<file path="config.mk">
export PLATFORM = sky130hd
export DESIGN_NAME = multicycle_ctrl
export DESIGN_NICKNAME = d
export VERILOG_FILES = /design/src/rtl/multicycle_ctrl_pkg.sv /design/src/rtl/mips_decode.sv /design/src/rtl/multicycle_ctrl.sv
export SDC_FILE = /design/constraint.sdc
export NUM_CORES = 1
export LEC_CHECK = 0
export CORE_MARGIN = 2
export CORE_UTILIZATION = 50
export CTS_CLUSTER_DIAMETER = 30
export DETAILED_ROUTE_END_ITERATION = 7
export PLACE_DENSITY = 0.91
export SYNTH_ARGS = -nofsm -noshare
export SYNTH_HDL_FRONTEND = slang
export SYNTH_SLANG_ARGS = --single-unit
</file>
<file path="constraint.sdc">
create_clock -name clk -period 4.4 [get_ports clk]
set_clock_uncertainty 0.2 [all_clocks]
set_input_delay 0.66 -clock clk [delete_from_list [all_inputs] [get_ports clk]]
set_output_delay 0.66 -clock clk [all_outputs]
set_load 0.03 [all_outputs]
</file>
<file path="src/rtl/multicycle_ctrl_pkg.sv">
// Shared encodings for the multicycle MIPS control FSM: states, opcodes,
// funct codes, ALU operations and datapath mux selects.
package multicycle_ctrl_pkg;

  typedef enum logic [3:0] {
    S_FETCH     = 4'd0,
    S_DECODE    = 4'd1,
    S_MEM_ADDR  = 4'd2,
    S_MEM_READ  = 4'd3,
    S_MEM_WB    = 4'd4,
    S_MEM_WRITE = 4'd5,
    S_EXECUTE   = 4'd6,
    S_ALU_WB    = 4'd7,
    S_BRANCH    = 4'd8,
    S_JUMP      = 4'd9,
    S_ADDI_EXEC = 4'd10,
    S_ADDI_WB   = 4'd11,
    S_TRAP      = 4'd12
  } state_t;

  // Instruction class produced by the decoder; illegal covers bad R-type functs too.
  typedef enum logic [2:0] {
    IC_RTYPE   = 3'd0,
    IC_MEM     = 3'd1,
    IC_BEQ     = 3'd2,
    IC_ADDI    = 3'd3,
    IC_JUMP    = 3'd4,
    IC_ILLEGAL = 3'd5
  } iclass_t;

  localparam logic [5:0] OP_RTYPE = 6'b000000;
  localparam logic [5:0] OP_LW    = 6'b100011;
  localparam logic [5:0] OP_SW    = 6'b101011;
  localparam logic [5:0] OP_BEQ   = 6'b000100;
  localparam logic [5:0] OP_ADDI  = 6'b001000;
  localparam logic [5:0] OP_J     = 6'b000010;

  localparam logic [5:0] FN_ADD = 6'b100000;
  localparam logic [5:0] FN_SUB = 6'b100010;
  localparam logic [5:0] FN_AND = 6'b100100;
  localparam logic [5:0] FN_OR  = 6'b100101;
  localparam logic [5:0] FN_SLT = 6'b101010;

  localparam logic [2:0] ALU_AND = 3'b000;
  localparam logic [2:0] ALU_OR  = 3'b001;
  localparam logic [2:0] ALU_ADD = 3'b010;
  localparam logic [2:0] ALU_SUB = 3'b110;
  localparam logic [2:0] ALU_SLT = 3'b111;

  localparam logic [1:0] SRCB_RT      = 2'b00;
  localparam logic [1:0] SRCB_FOUR    = 2'b01;
  localparam logic [1:0] SRCB_IMM     = 2'b10;
  localparam logic [1:0] SRCB_IMM_SH2 = 2'b11;

  localparam logic [1:0] PCSRC_ALU    = 2'b00;
  localparam logic [1:0] PCSRC_ALUOUT = 2'b01;
  localparam logic [1:0] PCSRC_JUMP   = 2'b10;

  localparam logic [1:0] CAUSE_NONE    = 2'b00;
  localparam logic [1:0] CAUSE_ILLEGAL = 2'b01;
  localparam logic [1:0] CAUSE_TIMEOUT = 2'b10;

endpackage

</file>
<file path="src/rtl/mips_decode.sv">
// Combinational opcode/funct legality check and R-type funct to ALU operation map.
module mips_decode
  import multicycle_ctrl_pkg::*;
(
  input  logic [5:0] opcode,
  input  logic [5:0] funct,
  output logic [2:0] iclass,
  output logic [2:0] funct_alu
);

  logic funct_legal;

  always_comb begin
    funct_alu   = ALU_ADD;
    funct_legal = 1'b1;
    case (funct)
      FN_ADD:  funct_alu = ALU_ADD;
      FN_SUB:  funct_alu = ALU_SUB;
      FN_AND:  funct_alu = ALU_AND;
      FN_OR:   funct_alu = ALU_OR;
      FN_SLT:  funct_alu = ALU_SLT;
      default: funct_legal = 1'b0;
    endcase
  end

  always_comb begin
    iclass = IC_ILLEGAL;
    case (opcode)
      OP_RTYPE:     iclass = funct_legal ? IC_RTYPE : IC_ILLEGAL;
      OP_LW, OP_SW: iclass = IC_MEM;
      OP_BEQ:       iclass = IC_BEQ;
      OP_ADDI:      iclass = IC_ADDI;
      OP_J:         iclass = IC_JUMP;
      default:      iclass = IC_ILLEGAL;
    endcase
  end

endmodule

</file>
<file path="src/rtl/multicycle_ctrl.sv">
// Multicycle MIPS control unit: sequences instructions through the classic
// FSM, counts memory wait cycles and traps on illegal encodings or timeouts.
module multicycle_ctrl
  import multicycle_ctrl_pkg::*;
#(
  parameter int TIMEOUT_CYCLES = 16
) (
  input  logic       clk,
  input  logic       reset,
  input  logic [5:0] opcode,
  input  logic [5:0] funct,
  input  logic       alu_zero,
  input  logic       mem_ready,
  output logic       mem_read,
  output logic       mem_write,
  output logic       i_or_d,
  output logic       ir_write,
  output logic       reg_write,
  output logic       reg_dst,
  output logic       mem_to_reg,
  output logic       alu_src_a,
  output logic       pc_en,
  output logic [1:0] alu_src_b,
  output logic [2:0] alu_ctrl,
  output logic [1:0] pc_source,
  output logic       retire,
  output logic       trap,
  output logic [1:0] trap_cause,
  output logic [3:0] state
);

  localparam int CNT_W = (TIMEOUT_CYCLES > 1) ? $clog2(TIMEOUT_CYCLES) : 1;
  localparam bit TIMEOUT_EN = (TIMEOUT_CYCLES > 0);
  localparam logic [CNT_W-1:0] CNT_LAST = CNT_W'((TIMEOUT_CYCLES > 0) ? TIMEOUT_CYCLES - 1 : 0);

  state_t           state_q, state_d;
  logic [CNT_W-1:0] wait_cnt_q, wait_cnt_d;
  logic [1:0]       cause_q, cause_d;
  logic [2:0]       iclass_raw;
  logic [2:0]       funct_alu;
  iclass_t          iclass;
  logic             mem_stall;

  mips_decode u_decode (
    .opcode    (opcode),
    .funct     (funct),
    .iclass    (iclass_raw),
    .funct_alu (funct_alu)
  );

  assign iclass = iclass_t'(iclass_raw);
  assign mem_stall = (state_q == S_FETCH || state_q == S_MEM_READ || state_q == S_MEM_WRITE)
                     && !mem_ready;

  always_comb begin
    state_d = state_q;
    cause_d = cause_q;
    case (state_q)
      S_FETCH:     if (mem_ready) state_d = S_DECODE;
      S_DECODE: begin
        case (iclass)
          IC_RTYPE: state_d = S_EXECUTE;
          IC_MEM:   state_d = S_MEM_ADDR;
          IC_BEQ:   state_d = S_BRANCH;
          IC_ADDI:  state_d = S_ADDI_EXEC;
          IC_JUMP:  state_d = S_JUMP;
          default: begin
            state_d = S_TRAP;
            cause_d = CAUSE_ILLEGAL;
          end
        endcase
      end
      S_MEM_ADDR:  state_d = (opcode == OP_LW) ? S_MEM_READ : S_MEM_WRITE;
      S_MEM_READ:  if (mem_ready) state_d = S_MEM_WB;
      S_MEM_WRITE: if (mem_ready) state_d = S_FETCH;
      S_EXECUTE:   state_d = S_ALU_WB;
      S_ADDI_EXEC: state_d = S_ADDI_WB;
      S_MEM_WB, S_ALU_WB, S_ADDI_WB, S_BRANCH, S_JUMP: state_d = S_FETCH;
      S_TRAP:      state_d = S_TRAP;
      default:     state_d = S_FETCH;
    endcase
    // A stall on the last permitted cycle overrides the normal hold.
    if (TIMEOUT_EN && mem_stall && wait_cnt_q == CNT_LAST) begin
      state_d = S_TRAP;
      cause_d = CAUSE_TIMEOUT;
    end
    if (state_d != state_q) wait_cnt_d = '0;
    else if (mem_stall)     wait_cnt_d = wait_cnt_q + CNT_W'(1);
    else                    wait_cnt_d = wait_cnt_q;
  end

  always_ff @(posedge clk) begin
    if (reset) begin
      state_q    <= S_FETCH;
      wait_cnt_q <= '0;
      cause_q    <= CAUSE_NONE;
    end else begin
      state_q    <= state_d;
      wait_cnt_q <= wait_cnt_d;
      cause_q    <= cause_d;
    end
  end

  // Outputs are forced low while reset is held, independent of the clock.
  always_comb begin
    mem_read   = 1'b0;
    mem_write  = 1'b0;
    i_or_d     = 1'b0;
    ir_write   = 1'b0;
    reg_write  = 1'b0;
    reg_dst    = 1'b0;
    mem_to_reg = 1'b0;
    alu_src_a  = 1'b0;
    pc_en      = 1'b0;
    alu_src_b  = SRCB_RT;
    alu_ctrl   = ALU_AND;
    pc_source  = PCSRC_ALU;
    retire     = 1'b0;
    trap       = 1'b0;
    if (!reset) begin
      case (state_q)
        S_FETCH: begin
          mem_read  = 1'b1;
          alu_src_b = SRCB_FOUR;
          alu_ctrl  = ALU_ADD;
          ir_write  = mem_ready;
          pc_en     = mem_ready;
        end
        S_DECODE: begin
          alu_src_b = SRCB_IMM_SH2;
          alu_ctrl  = ALU_ADD;
        end
        S_MEM_ADDR, S_ADDI_EXEC: begin
          alu_src_a = 1'b1;
          alu_src_b = SRCB_IMM;
          alu_ctrl  = ALU_ADD;
        end
        S_MEM_READ: begin
          mem_read = 1'b1;
          i_or_d   = 1'b1;
        end
        S_MEM_WB: begin
          reg_write  = 1'b1;
          mem_to_reg = 1'b1;
          retire     = 1'b1;
        end
        S_MEM_WRITE: begin
          mem_write = 1'b1;
          i_or_d    = 1'b1;
          retire    = mem_ready;
        end
        S_EXECUTE: begin
          alu_src_a = 1'b1;
          alu_ctrl  = funct_alu;
        end
        S_ALU_WB: begin
          reg_write = 1'b1;
          reg_dst   = 1'b1;
          retire    = 1'b1;
        end
        S_BRANCH: begin
          alu_src_a = 1'b1;
          alu_ctrl  = ALU_SUB;
          pc_source = PCSRC_ALUOUT;
          pc_en     = alu_zero;
          retire    = 1'b1;
        end
        S_JUMP: begin
          pc_en     = 1'b1;
          pc_source = PCSRC_JUMP;
          retire    = 1'b1;
        end
        S_ADDI_WB: begin
          reg_write = 1'b1;
          retire    = 1'b1;
        end
        S_TRAP:  trap = 1'b1;
        default: ;
      endcase
    end
  end

  assign state      = reset ? 4'd0 : state_q;
  assign trap_cause = reset ? CAUSE_NONE : cause_q;

endmodule

</file>
### After elaboration in Yosys (flattened, before gate mapping)

Cells that the tools add are included.

| storage, ports and cells | value |
|---|---|
| output and inout port bits | 24 |
| bits of input ports | 16 |
| register bits after elaboration | 10 |

| operators by class | value |
|---|---|
| reduce and logical (&&, ||, !) cells | 23 |
| bitwise operators | 1 |
| muxes and demuxes | 44 |
| equality and inequality tests | 29 |
| $add $sub $neg | 1 |

Operators with widths:

| kind | number |
|---|---|
| $eq 6x6->1 const B | 7 |
| $pmux 4 s8 | 1 |
| $eq 4x4->1 const B | 6 |
| $mux 1 | 21 |
| $mux 4 | 5 |
| $pmux 4 s5 | 1 |
| $eq 4x3->1 const B | 4 |
| $pmux 3 s5 | 1 |
| $reduce_or 5->1 | 3 |
| $mux 2 | 6 |
| $pmux 3 s4 | 1 |
| $reduce_or 2->1 | 6 |
| $mux 3 | 3 |
| $pmux 3 s3 | 1 |
| $eq 4x2->1 const B | 2 |
| $reduce_or 4->1 | 2 |
| $eq 3x2->1 const B | 2 |
| $eq 6x2->1 const B | 1 |
| $eq 6x3->1 const B | 1 |
| $eq 6x4->1 const B | 1 |
| $logic_not 6->1 | 1 |
| $pmux 2 s3 | 1 |
| $add 4x1->4 const B | 1 |
| $eq 4x1->1 const B | 1 |
| 16 further kinds | 19 |

### Longest topological paths before layout

Gate-level depths: netlist of run 1.

| depth | value |
|---|---|
| depth in word-level cells | 11 |
| gate-level depth with buffers | 8 |
| gate-level depth less buffers | 6 |

### By module

Synthesis of run 1 repeated with hierarchy kept, for this count alone.

| unflattened totals | value |
|---|---|
| cells, all modules | 177 |
| area total of the unflattened synthesis | 1275.0 um^2 |

Modules (own cells, without submodules):

| module | cells each | area an instance (um^2) | seq. area each (um^2) | instances |
|---|---|---|---|---|
| multicycle_ctrl | 154 | 1072.3 | 200.2 | 1 |
| mips_decode | 23 | 202.7 | 0.0 | 1 |

### Least setup slack after synthesis of run 1

No wires, ideal clock.

| path | value |
|---|---|
| path kind | in2out |
| start | input mem_ready |
| end | output pc_en |
| required time | 3540 ps |
| data arrival time | 2484 ps |
| slack | 1056 ps |
| stages | 3 |
| buffers on the path | 1 |
| cell sequence | buf_2 nand2_1 a2111oi_0 |

| on the way | value |
|---|---|
| word-level cells in the longest chain between the ends | 2 |

Ends and longest elaborated chain:

| item | RTL line | source |
|---|---|---|
| from (decl) | multicycle_ctrl.sv:13 | `input logic mem_ready,` |
| $pmux 1 s3 | multicycle_ctrl.sv:121 | `case (state_q)` |
| $mux 1 | multicycle_ctrl.sv:120 | `if (!reset) begin` |
| to (decl) | multicycle_ctrl.sv:22 | `output logic pc_en,` |

Every way passes these cells.

### Worst setup path after layout of run 1

| path | value |
|---|---|
| start | input reset |
| end | output trap |

| on the way | value |
|---|---|
| word-level cells in the longest chain between the ends | 1 |

Ends and longest elaborated chain:

| item | RTL line | source |
|---|---|---|
| from (decl) | multicycle_ctrl.sv:9 | `input logic reset,` |
| $mux 1 | multicycle_ctrl.sv:120 |  |
| to (decl) | multicycle_ctrl.sv:27 | `output logic trap,` |

Every way passes these cells.

==> results.toml, run 1 <==
[global_route]
grt_max_degree = 29
grtUsageTotal = 0.247
use_met1 = 0.336
grt_first_pass_wirelength_um = 5270
gr-usage-met2 = 0.381
grt_overflow_total = 0
use_met3 = 0.0508
grt_busiest_layer = "met2"
antenna_found_initial = 0
first_global_vias = 1205

[yosys]
synthTopCellsByArea = "dfxtp_1 (16%), nor2_1 (7.1%), nor3_1 (4.9%), buf_6 (4.6%), a21oi_1 (4.1%)"
synth_cells = 167
ys_ff_latch = 10
synth_edf_count = 0
yosys_warnings = 0
synthTopCellsByCount = "nor2_1 (23), nor3_1 (12), a21oi_1 (10), dfxtp_1 (10)"
ys_seq_area_frac = 0.165
synth_async_sr_flop_share = 0
syn_area_um2 = 1210
synth_most_common_cell = "nor2_1"
synth_ff_type = "dfxtp_1"
synth_top_cell_area_share = 0.165
synth_cell_types = 59
avgSynthCellArea_um2 = 7.27
syn_nets = 184
yosysTopAreaCell = "dfxtp_1"

[setup_path]
critPathLaunchType = "primary input"
r2r-start = "state_q[2]$_SDFF_PP0_"
cpMaxStageDelayCell = "clkdlybuf4s50_1"
worstPathRequired_ns = 3.54
crit_family = "buffers and inverters"
slowest_delay_ns = 0.67
critical_path_class = "in2out"
cp.buffers_inverters = 3
timing.critical_path.mode_cell = "clkdlybuf4s50_1"
r2r_cells = 6
worstPathMaxFanout = 13
reg2reg_to = "wait_cnt_q[0]$_SDFFE_PP0P_"
reg2reg_slack_ns = 1.51
arrival_ns = 2.60
path_cells = "clkdlybuf4s50_1 > buf_4 > nor2_1 > and4_1 > clkdlybuf4s50_1"
crit_path_end_kind = "output port"

[cts]
clkLatencyLatePin_ns = 0.27
cts_resized = 0
cts_buffer_depth = 2
postCtsHoldBufs = 0
clk_pin_slew_ns = 0.06
cts_root_buffer = "clkbuf_4"
htree_num_levels = 1
cts_tree = "done"
cts.sinks = 10
cts_buffers = 3
cts_setup_buffers = 0

[final_layout]
fillers = 201
fin_nets = 216
antenna_cells = 0
area_growth_pct = 29.5
stdcell_area_um2 = 1570
layout-drive-gt1-share = 0.0812

[route]
drt_iter0_drc = 54
wire_per_inst_um = 14.6
avgViaCountPerCell = 6.27
antenna_left = 0
drc = 0
vias = 1410
wl_um = 3290
first_pass_iters = 4

[timing]
rsz0062_at_grt = "false"
post-route-min-period_ns = 3.46
setup_tns_ns = 0
finalMaxSlewViolations = 0
report.final.hold_viol_count = 0
tightest_slew_ns = 0.812
fin_crit_sh = 0.785
maxSlewHeadroom = 0.458
setup_viol = 0
fmax_ghz = 0.289

[power]
power_leakage_nw = 0.532
cellPowerDensity_nw_per_um2 = 189
ir_drop_v = 0.000123

[min_path]
hold_depth = 2
min_from = "cause_q[1]$_SDFFE_PP0P_"
hold_path_end = "cause_q[1]$_SDFFE_PP0P_"
holdCritPathClass = "reg2reg"

[floorplan]
die_area_um2 = 2840
dieHeight_um = 53.3
start_util = 0.539
num_rows = 17
core_area_um2 = 2250
io_pins = 40
die_x_um = 53.3

[placement]
placedInstanceArea_um2 = 1550
portBuffers = 39
gp_congestion = 0.897
dpl.hpwl_um = 2500

[run]
maxCapViolations = 0

[outcome]
outcome = "finished clean"
==> cells by family after synthesis <==
kind of cell	share of synthesized area
and+or+nand+nor	0.389
AOI/OAI and AO/OA	0.278
buffers and inverters	0.0958
DFF	0.165
xor gates and xnor gates	0.0361
muxes	0.0257
adders and majority gates	0.0103
==> power breakdown <==
| group | switching (mW) | internal, mW |
|---|---|---|
| clock network | 0.0308 | 0.0316 |
| logic | 0.0681 | 0.0576 |
| registers | 0.0147 | 0.0946 |
==> sequential cells by signal, summed over array words and instances (netlist names) <==
name        cells
wait_cnt_q      4
state_q         4
cause_q         2
==> final cells by class <==
class                   count  area (µm²)  area share
flip-flops and latches     10         200       0.127
well taps                  28        35.0      0.0223
clock buffers               3        22.5      0.0143
multi-input cells         139         898       0.571
repair buffers             40         398       0.253
inverters                   5        18.8      0.0119
==> worst max path at each step <==
stage,start,to,slack [ns],depth (start not counted)
floorplan,mem_ready,pc_en,1.06,3
global placement,mem_ready,pc_en,0.95,4
detailed placement,mem_ready,pc_en,0.93,4
CTS,mem_ready,pc_en,0.94,4
global route,state_q[1]$_SDFF_PP0_,retire,0.75,5
finish,reset,trap,0.94,5
==> worst reg2reg max path: stages, from the launching register on <==
cell and delay (ns):
dfxtp_1 0.85, nand2b_1 0.22, a32o_1 0.35, and2_2 0.23, or2_1 0.27, a2111o_1 0.43
nor3_1 0.25
==> placed cells by master (no fill, tap or decap), drive strengths merged, types with 3 or more instances in the layout <==
cell           Yosys  routed
nor2b              7       7
nand2              6       6
clkbuf             7       3
nand3              7       7
o21ai              6       6
a2111oi            3       3
nor3b              3       3
nor3              12      12
nand2b             6       6
nor4               4       4
a21oi             11      11
or2                3       3
xnor2              3       3
clkdlybuf4s50      0      39
inv                5       5
o311ai             3       3
dfxtp             10      10
and3               3       3
nor2              23      23
==> layer usage <==
layer | wire length (µm) | vias up
li1 | - | 683
met5 | 0 | -
met3 | 182 | 3
met4 | 22 | 0
met2 | 1590 | 58
met1 | 1490 | 666
==> metrics by stage <==
stage | total power [mW] | setup slack [ns] | std cells | hold slack (ns) | utilization
2_1_floorplan | 0.193 | 1.06 | 167 | 0.232 | -
3_3_place_gp | 0.231 | 0.949 | 222 | 0.246 | 0.688
3_5_place_dp | 0.235 | 0.932 | 222 | 0.292 | 0.688
4_1_cts | 0.296 | 0.938 | 225 | 0.301 | 0.698
5_1_grt | 0.316 | 0.754 | 225 | 0.324 | 0.698
6_report | 0.297 | 0.944 | 225 | 0.301 | 0.698
Power figures use the tool's default switching activity.
==> run 2, diff against run 1 <==
--- a/config.mk
+++ b/config.mk
@@ -5,11 +5,12 @@
 export SDC_FILE = /design/constraint.sdc
 export NUM_CORES = 1
 export LEC_CHECK = 0
+export CORE_ASPECT_RATIO = 2
 export CORE_MARGIN = 2
-export CORE_UTILIZATION = 50
+export CORE_UTILIZATION = 42
 export CTS_CLUSTER_DIAMETER = 30
 export DETAILED_ROUTE_END_ITERATION = 7
-export PLACE_DENSITY = 0.91
+export PLACE_DENSITY = 0.82
 export SYNTH_ARGS = -nofsm -noshare
 export SYNTH_HDL_FRONTEND = slang
 export SYNTH_SLANG_ARGS = --single-unit
==> constraint.sdc (replaced) <==
create_clock -name clk -period 2.9 [get_ports clk]
set_clock_uncertainty 0.2 [all_clocks]
set_input_delay 0.435 -clock clk [delete_from_list [all_inputs] [get_ports clk]]
set_output_delay 0.435 -clock clk [all_outputs]
set_load 0.03 [all_outputs]
==> run 2 against run 1 <==
Critical path type unchanged. Wire length grew 6.5%. Cell count is 5.8% higher. Worst setup slack worse by 0.78 ns. Total power rose by 72%. Sequential power increased by 44%. Non-clock buffer count up 12. Worst hold slack got worse by 0.048 ns. Sequential cell count did not move.
==> results.toml, run 2 (synthesis results as in run 1) <==
[setup_path]
critical_path_class = "in2out"
worstPathMaxFanout = 14
crit_path_end_kind = "output port"
worstPathRequired_ns = 2.27
critPathLaunchType = "primary input"
arrival_ns = 2.10

[outcome]
outcome = "finished clean"

[cts]
clkLatencyLatePin_ns = 0.24
clk_pin_slew_ns = 0.04
cts_setup_buffers = 0
cts_buffers = 3
cts_root_buffer = "clkbuf_8"
htree_num_levels = 1
postCtsHoldBufs = 0
cts.sinks = 10
cts_buffer_depth = 2
cts_tree = "done"
cts_resized = 0

[route]
first_pass_iters = 4
wl_um = 3500
drt_iter0_drc = 44
antenna_left = 0
drc = 0
avgViaCountPerCell = 6.01
vias = 1430
wire_per_inst_um = 14.7

[power]
cellPowerDensity_nw_per_um2 = 306
power_leakage_nw = 0.637
switchingPower_mw = 0.178
p_int_mw = 0.334
ir_drop_v = 0.000353
pwr-share-clk = 0.270
swShare = 0.347
p_seq_frac = 0.307
comb_power_share = 0.423

[final_layout]
antenna_cells = 0
area_growth_pct = 37.6
utilization = 0.603
layout-drive-gt1-share = 0.206
layout_common_cells = "buf_4 (26), clkdlybuf4s50_1 (24), nor2_1 (23), nor3_1 (12)"
stdcell_area_um2 = 1670
fin_nets = 228
fillers = 261
final_common_cell = "buf_4"
reg.largest.list = "state_q x4, wait_cnt_q x4, cause_q x2"

[global_route]
antenna_found_initial = 0
grt_max_degree = 19
grtUsageTotal = 0.215
grt_first_pass_wirelength_um = 5810
grt_overflow_total = 0
first_global_vias = 1393

[floorplan]
start_util = 0.439
dieHeight_um = 80.1
die_area_um2 = 3360
die_x_um = 42.0
core_area_um2 = 2770
io_pins = 40
num_rows = 27

[timing]
finalMaxSlewViolations = 0
holdWs_ns = 0.253
fmax_ghz = 0.366
post-route-min-period_ns = 2.73
setup_tns_ns = 0
tightest_slew_ns = 0.545
rsz0062_at_grt = "false"
maxSlewHeadroom = 0.632
fin_crit_sh = 0.942
setup_viol = 0
report.final.hold_viol_count = 0

[placement]
placedInstanceArea_um2 = 1630
portBuffers = 39
gp_congestion = 0.850
dpl.hpwl_um = 2860

[min_path]
holdCritPathClass = "reg2reg"

[run]
maxCapViolations = 0
-- run 2: stage by stage --
step / worst slack, ns / total power [mW] / instances
after detailed placement: 0.0397 / 0.374 / 235
after global routing: 0.0314 / 0.540 / 238
after global placement: 0.133 / 0.367 / 235
after floorplan: 0.219 / 0.293 / 167
final: 0.169 / 0.512 / 238
after CTS: 0.164 / 0.513 / 238
-- run 2: cell type report --
cell class | instances | area (µm²) | share of cell area
clock buffer | 3 | 41.3 | 0.0247
inverter | 5 | 18.8 | 0.0112
multi-input combinational | 139 | 900 | 0.538
sequential | 10 | 200 | 0.120
tap | 29 | 36.3 | 0.0217
timing repair buffer | 52 | 475 | 0.284
-- run 2: power groups by stage --
stage	combinational (mW)	clock, mW	sequential, mW
floorplan	0.143	0	0.150
global placement	0.209	0	0.158
detailed placement	0.215	0	0.159
CTS	0.216	0.140	0.157
global route	0.234	0.148	0.158
finish	0.217	0.138	0.157
-- run 2: final timing paths --
kind	cells after the start	start	endpoint	slack [ns]
worst max register to register	6	state_q[0]$_SDFF_PP0_	wait_cnt_q[2]$_SDFFE_PP0P_	0.33
worst max-delay path	4	reset	state[3]	0.17
worst min register to register	2	cause_q[0]$_SDFFE_PP0P_	cause_q[0]$_SDFFE_PP0P_	0.25
worst min-delay path	2	cause_q[0]$_SDFFE_PP0P_	cause_q[0]$_SDFFE_PP0P_	0.25
-- run 2: routing by layer --
metal | track usage | wire length, µm
met1 | 0.216 | 1270
met2 | 0.428 | 2010
met5 | 0 | 0
met4 | 0.0813 | 96
met3 | 0.0292 | 123
-- run 2: critical path, cell delays in order --
cell and delay, ns:
clkdlybuf4s50_1 0.59, buf_4 0.28, nor2b_1 0.11, clkdlybuf4s50_1 0.67
==> run 3, diff against run 2 <==
--- a/config.mk
+++ b/config.mk
@@ -9,6 +9,7 @@
 export CORE_MARGIN = 2
 export CORE_UTILIZATION = 42
 export CTS_CLUSTER_DIAMETER = 30
+export CTS_CLUSTER_SIZE = 40
 export DETAILED_ROUTE_END_ITERATION = 7
 export PLACE_DENSITY = 0.82
 export SYNTH_ARGS = -nofsm -noshare
==> results of run 3 <==
The final DEF is identical to that of run 2; final timing and power are the same.
